==> config.mk <==
export PLATFORM = sky130hd
export DESIGN_NAME = fft_2_8_dif
export DESIGN_NICKNAME = d
export VERILOG_FILES = /design/src/rtl/fft_2_8_dif.sv
export SDC_FILE = /design/constraint.sdc
export NUM_CORES = 2
export LEC_CHECK = 0
export ABC_AREA = 1
export CAP_MARGIN = 20
export CELL_PAD_IN_SITES_DETAIL_PLACEMENT = 1
export CELL_PAD_IN_SITES_GLOBAL_PLACEMENT = 1
export CORE_MARGIN = 2
export CORE_UTILIZATION = 30
export CTS_BUF_LIST = sky130_fd_sc_hd__clkbuf_2
export DETAILED_ROUTE_END_ITERATION = 6
export PLACE_DENSITY = 0.53
export SYNTH_ARGS = -nofsm -noshare
export SYNTH_HDL_FRONTEND = slang
export SYNTH_SLANG_ARGS = --single-unit
==> constraint.sdc <==
create_clock -name clk -period 15.2 [get_ports clk]
set_input_delay 3.04 -clock clk [delete_from_list [all_inputs] [get_ports clk]]
set_output_delay 3.04 -clock clk [all_outputs]
set_load 0.02 [all_outputs]
==> src/rtl/fft_2_8_dif.sv <==
// Streaming 8-point radix-2 DIF FFT on real 16-bit samples.
// Collects a frame into an input buffer, computes all bins in one cycle, then streams X0..X7.
module fft_2_8_dif (
  input  logic        clk,
  input  logic        rst_n,
  input  logic        valid,
  input  logic [15:0] data_in,
  output logic [36:0] data_out
);

  logic signed [15:0] x_q [8];
  logic signed [15:0] x_d [8];
  logic [2:0]         n_q, n_d;
  logic               frame_done_q, frame_done_d;
  logic [35:0]        obuf_q [8];
  logic [35:0]        obuf_d [8];
  logic [3:0]         rem_q, rem_d;

  logic signed [19:0] xe [8];
  logic signed [19:0] a [4];
  logic signed [19:0] d [4];
  logic signed [19:0] r1, r3;
  logic signed [19:0] br [4];
  logic signed [19:0] bi [4];
  logic signed [19:0] ea0, ea1, fa0, fa1i;
  logic signed [19:0] e0r, e0i, e1r, e1i, f0r, f0i, f1r, f1i;
  logic signed [19:0] xr [8];
  logic signed [19:0] xi [8];
  logic signed [19:0] sr [8];
  logic signed [19:0] si [8];
  logic [35:0]        bin [8];

  // Multiply by 0.70711 in Q14 with round-half-up.
  function automatic logic signed [19:0] rnd(input logic signed [19:0] v);
    logic signed [35:0] p;
    p = v * 36'sd11585 + 36'sd8192;
    return 20'(p >>> 14);
  endfunction

  always_comb begin
    for (int k = 0; k < 8; k++) xe[k] = {{4{x_q[k][15]}}, x_q[k]};
    for (int k = 0; k < 4; k++) begin
      a[k] = xe[k] + xe[k+4];
      d[k] = xe[k] - xe[k+4];
    end
    r1 = rnd(d[1]);
    r3 = rnd(d[3]);
    br[0] = d[0]; bi[0] = 20'sd0;
    br[1] = r1;   bi[1] = -r1;
    br[2] = 20'sd0; bi[2] = -d[2];
    br[3] = -r3;  bi[3] = -r3;

    // Even bins: purely real group, the -j rotation only moves a3-a1 into the imaginary part.
    ea0  = a[0] + a[2];
    ea1  = a[1] + a[3];
    fa0  = a[0] - a[2];
    fa1i = a[3] - a[1];
    xr[0] = ea0 + ea1; xi[0] = 20'sd0;
    xr[4] = ea0 - ea1; xi[4] = 20'sd0;
    xr[2] = fa0;       xi[2] = fa1i;
    xr[6] = fa0;       xi[6] = -fa1i;

    // Odd bins: complex group; (p1-p3)*(-j) = (im, -re).
    e0r = br[0] + br[2]; e0i = bi[0] + bi[2];
    e1r = br[1] + br[3]; e1i = bi[1] + bi[3];
    f0r = br[0] - br[2]; f0i = bi[0] - bi[2];
    f1r = bi[1] - bi[3]; f1i = br[3] - br[1];
    xr[1] = e0r + e1r; xi[1] = e0i + e1i;
    xr[5] = e0r - e1r; xi[5] = e0i - e1i;
    xr[3] = f0r + f1r; xi[3] = f0i + f1i;
    xr[7] = f0r - f1r; xi[7] = f0i - f1i;

    for (int k = 0; k < 8; k++) begin
      sr[k]  = xr[k] >>> 1;
      si[k]  = xi[k] >>> 1;
      bin[k] = {sr[k][17:0], si[k][17:0]};
    end
  end

  always_comb begin
    x_d          = x_q;
    n_d          = n_q;
    frame_done_d = 1'b0;
    if (valid) begin
      x_d[n_q]     = data_in;
      n_d          = n_q + 3'd1;
      frame_done_d = (n_q == 3'd7);
    end
  end

  // A fresh frame always lands after the previous run has drained, so load wins outright.
  always_comb begin
    obuf_d = obuf_q;
    rem_d  = rem_q;
    if (frame_done_q) begin
      obuf_d = bin;
      rem_d  = 4'd8;
    end else if (rem_q != 4'd0) begin
      for (int k = 0; k < 7; k++) obuf_d[k] = obuf_q[k+1];
      obuf_d[7] = '0;
      rem_d     = rem_q - 4'd1;
    end
  end

  assign data_out = (rem_q != 4'd0) ? {1'b1, obuf_q[0]} : 37'd0;

  always_ff @(posedge clk) begin
    if (rst_n) begin
      for (int k = 0; k < 8; k++) begin
        x_q[k]    <= '0;
        obuf_q[k] <= '0;
      end
      n_q          <= '0;
      frame_done_q <= 1'b0;
      rem_q        <= '0;
    end else begin
      x_q          <= x_d;
      n_q          <= n_d;
      frame_done_q <= frame_done_d;
      obuf_q       <= obuf_d;
      rem_q        <= rem_d;
    end
  end

endmodule

==> key figures <==
Clock network
  – # resized after CTS: 0
  – Clk buf depth: 3
  – Clock sink count: 424
  – H-Tree Level Count: 4
  – TritonCTS clock tree: built
  – Root buf cell: clkbuf_2
  – Skew-Pair Late Insertion Delay: 1.58 ns
  – Post-CTS Setup Bufs: 0
  – Hold_buf cts: 0
  – Clock transition at path regs: 0.11 ns
  – CTS buffer count: 138

STA
  – # setup viols final: 0
  – Peak Freq: 0.0785 GHz
  – Hold_ws: 0.441 ns
  – Tcrit/Tclk final: 83.8%
  – RSZ-0062 raised after global routing: false
  – Max_slew headroom: 19.3%
  – Fin Setup TNS: 0 ns
  – Layout Skew: 0.165 ns
  – Max Transition Viols Final: 0
  – Fin crit period: 12.74 ns
  – Least-Margin Pin Slew: 1.21 ns
  – Final hold vios: 0

Drt
  – ANT nets after route: 0
  – Final wirelength: 178000 um
  – Via density per instance: 4.94
  – Drt first pass iters: 5
  – Drt wl/cell: 21.1 um
  – Number of DRC markers in iteration 0: 2097
  – Via count: 41800
  – Residual DRC: 0

Min path
  – Cell count of the worst hold path: 2
  – Hold Path Origin: obuf_q[25]
  – Hold path endpoint: obuf_q[61]
  – Worst Hold Class: reg -> reg

Yosys
  – Count leader, synth: inv_1
  – Xor/xnor share of the synthesized area: 7.65%
  – Synth Cell Area: 45100 um2
  – Syn nets: 7200
  – Synthesized area per cell: 7.11 um2
  – Largest family of logic cells by synthesized area: adder cells
  – Sequential share of the synthesized area: 18.8%
  – Synthesis-stage register bit count: 424
  – Synth area leader: dfxtp_1
  – Post-Synth Simple-Gate Area: 19.3%
  – Synth Warn #: 0
  – Area share of fa/ha/maj cells after synthesis: 25.5%
  – Top cell type's share of synthesized area: 18.8%
  – Post-synthesis mux area share: 0%
  – Synth async-reset ratio: 0%
  – Gate Count Post-Synth: 6351
  – Dominant synthesized flop cell: dfxtp_1
  – Synth Area in Compound Gates: 18.1%
  – Cell variety after synth: 71
  – EDFF count, synth: 0
  – Synth area leaders: dfxtp_1 19%, ha_1 19%, inv_1 8.3%, nand2_1 7.9%, a21oi_1 7.0%
  – Commonest cells in the netlist: 998 x inv_1, 949 x nand2_1, 678 x ha_1, 635 x a21oi_1, 491 x nor2_1

GRT
  – GRT Total Usage: 23.0%
  – Initial antenna violation count: 3
  – GR Overflow Total: 0
  – Largest net degree at the start of global routing: 127
  – First-pass GRT wire length: 268000 um
  – Vias in the first global route: 43200

Setup path
  – Cell mode on critical path: nand2_1
  – Critical Path RT: 16.53 ns
  – R2R Path End: obuf_q[161]
  – Worst Reg2Reg Path Length in Cells: 58
  – Startpoint types: flip-flop
  – Worst Path Arrival: 14.07 ns
  – Internal reg-to-reg setup slack: 2.46 ns
  – Slowest stage cell, crit path: nor4_1
  – Worst Path Max Fanout: 8
  – Worst path max stage delay: 0.79 ns
  – Crit end category: flip-flop
  – Reg2reg start: x_q[64]
  – Worst Path Class, Setup: reg -> reg

Die
  – Initial Utilization: 30.2%
  – Io pins: 56
  – Core Box Area: 150000 um2
  – Total die area: 154000 um2
  – Die height: 392 um
  – Die W: 392 um
  – # rows: 142

Final layout
  – Area grow syn2layout: 8.39%
  – Fillers: 18800
  – Nets: 7200
  – FF+latch area: 8490 um2
  – Final Non-Filler Cells: 8463
  – Multi-input logic area: 31900 um2
  – Fraction of layout cells with a size suffix above 1: 5.99%
  – Utilization after layout: 32.7%

Run status
  – Status: finished clean

Place
  – Dpl cells: 8226
  – Buffers on Ports: 55
  – HPWL Detailed: 147000 um
  – GP Congestion: 0.939

Flow run
  – Max-cap violations: 0
kinds of logic (layout without fill, tap and decap cells):
kind of cell,after synthesis,count (layout)
buffers and inverters,1266,1360
XOR/XNOR,382,382
other,0,2
AND/OR/NAND/NOR,2024,2024
adder cells (fa/ha/maj),830,830
AO/OA/AOI/OAI,1425,1425
flip-flops,424,424
state kept, by name, indices dropped and copies added (netlist names):
register,count
obuf_q,288
rem_q,4
n_q,3
frame_done_q,1
x_q,128
worst max-delay path: cells and delay by family (launching register included):
family | cells | cell delay (ns)
adders and majority gates | 11 | 3.97
AOI/OAI and AO/OA | 14 | 3.30
and+or+nand+nor | 19 | 2.69
buffers and inverters | 11 | 1.28
xor gates and xnor gates | 3 | 0.91
DFF | 1 | 0.33
cell type report:
cell class,instances,area share [%]
antenna,2,0.0102
clock buffer,183,1.87
clock inverter,51,0.609
inverter,1021,7.86
multi-input combinational,4661,65.2
sequential,424,17.4
tap,2016,5.16
timing repair buffer,105,1.92
per-layer routing:
layer | track usage, % | routed length (um) | part of all wire (%) | vias up
met1 | 31.7 | 87400 | 49 | 20200
met4 | 6.89 | 4880 | 2.7 | 0
li1 | - | - | - | 20900
met3 | 2.58 | 4910 | 2.8 | 178
met2 | 37.6 | 81200 | 46 | 555
met5 | 0 | 0 | 0 | -
worst max path at each step:
stage          startpoint          end  cells after the start
3_3_place_gp       x_q[2]  obuf_q[161]                     56
5_1_grt            x_q[2]  obuf_q[161]                     55
6_report          x_q[64]  obuf_q[161]                     58
4_1_cts           x_q[96]  obuf_q[161]                     54
3_5_place_dp      x_q[96]  obuf_q[161]                     54
2_1_floorplan      x_q[2]  obuf_q[161]                     58
cells in the final DEF (no fill, tap or decap), types with 42 or more instances in the layout:
master	netlist	final
inv_1	998	996
nand2_1	949	949
ha_1	678	678
a21oi_1	635	635
nor2_1	491	487
dfxtp_1	424	423
nand3_1	369	369
xor2_1	351	350
o21ai_0	323	323
clkbuf_2	3	183
a31oi_1	152	152
fa_1	152	152
o21bai_1	99	99
nor3_1	58	58
clkdlybuf4s50_1	0	54
buf_4	2	48
clkinv_1	9	42
per-stage QoR:
step | setup WS [ns] | cell area [um2]
detailed placement | 2.53 | 47700
floorplan | 5.11 | 45100
finish | 2.46 | 48900
CTS | 2.36 | 48900
global placement | 2.66 | 47700
global route | 1.53 | 48900
Power is not shown: default switching activity piles up to over one toggle a cycle in this logic, so the estimate is an artifact.
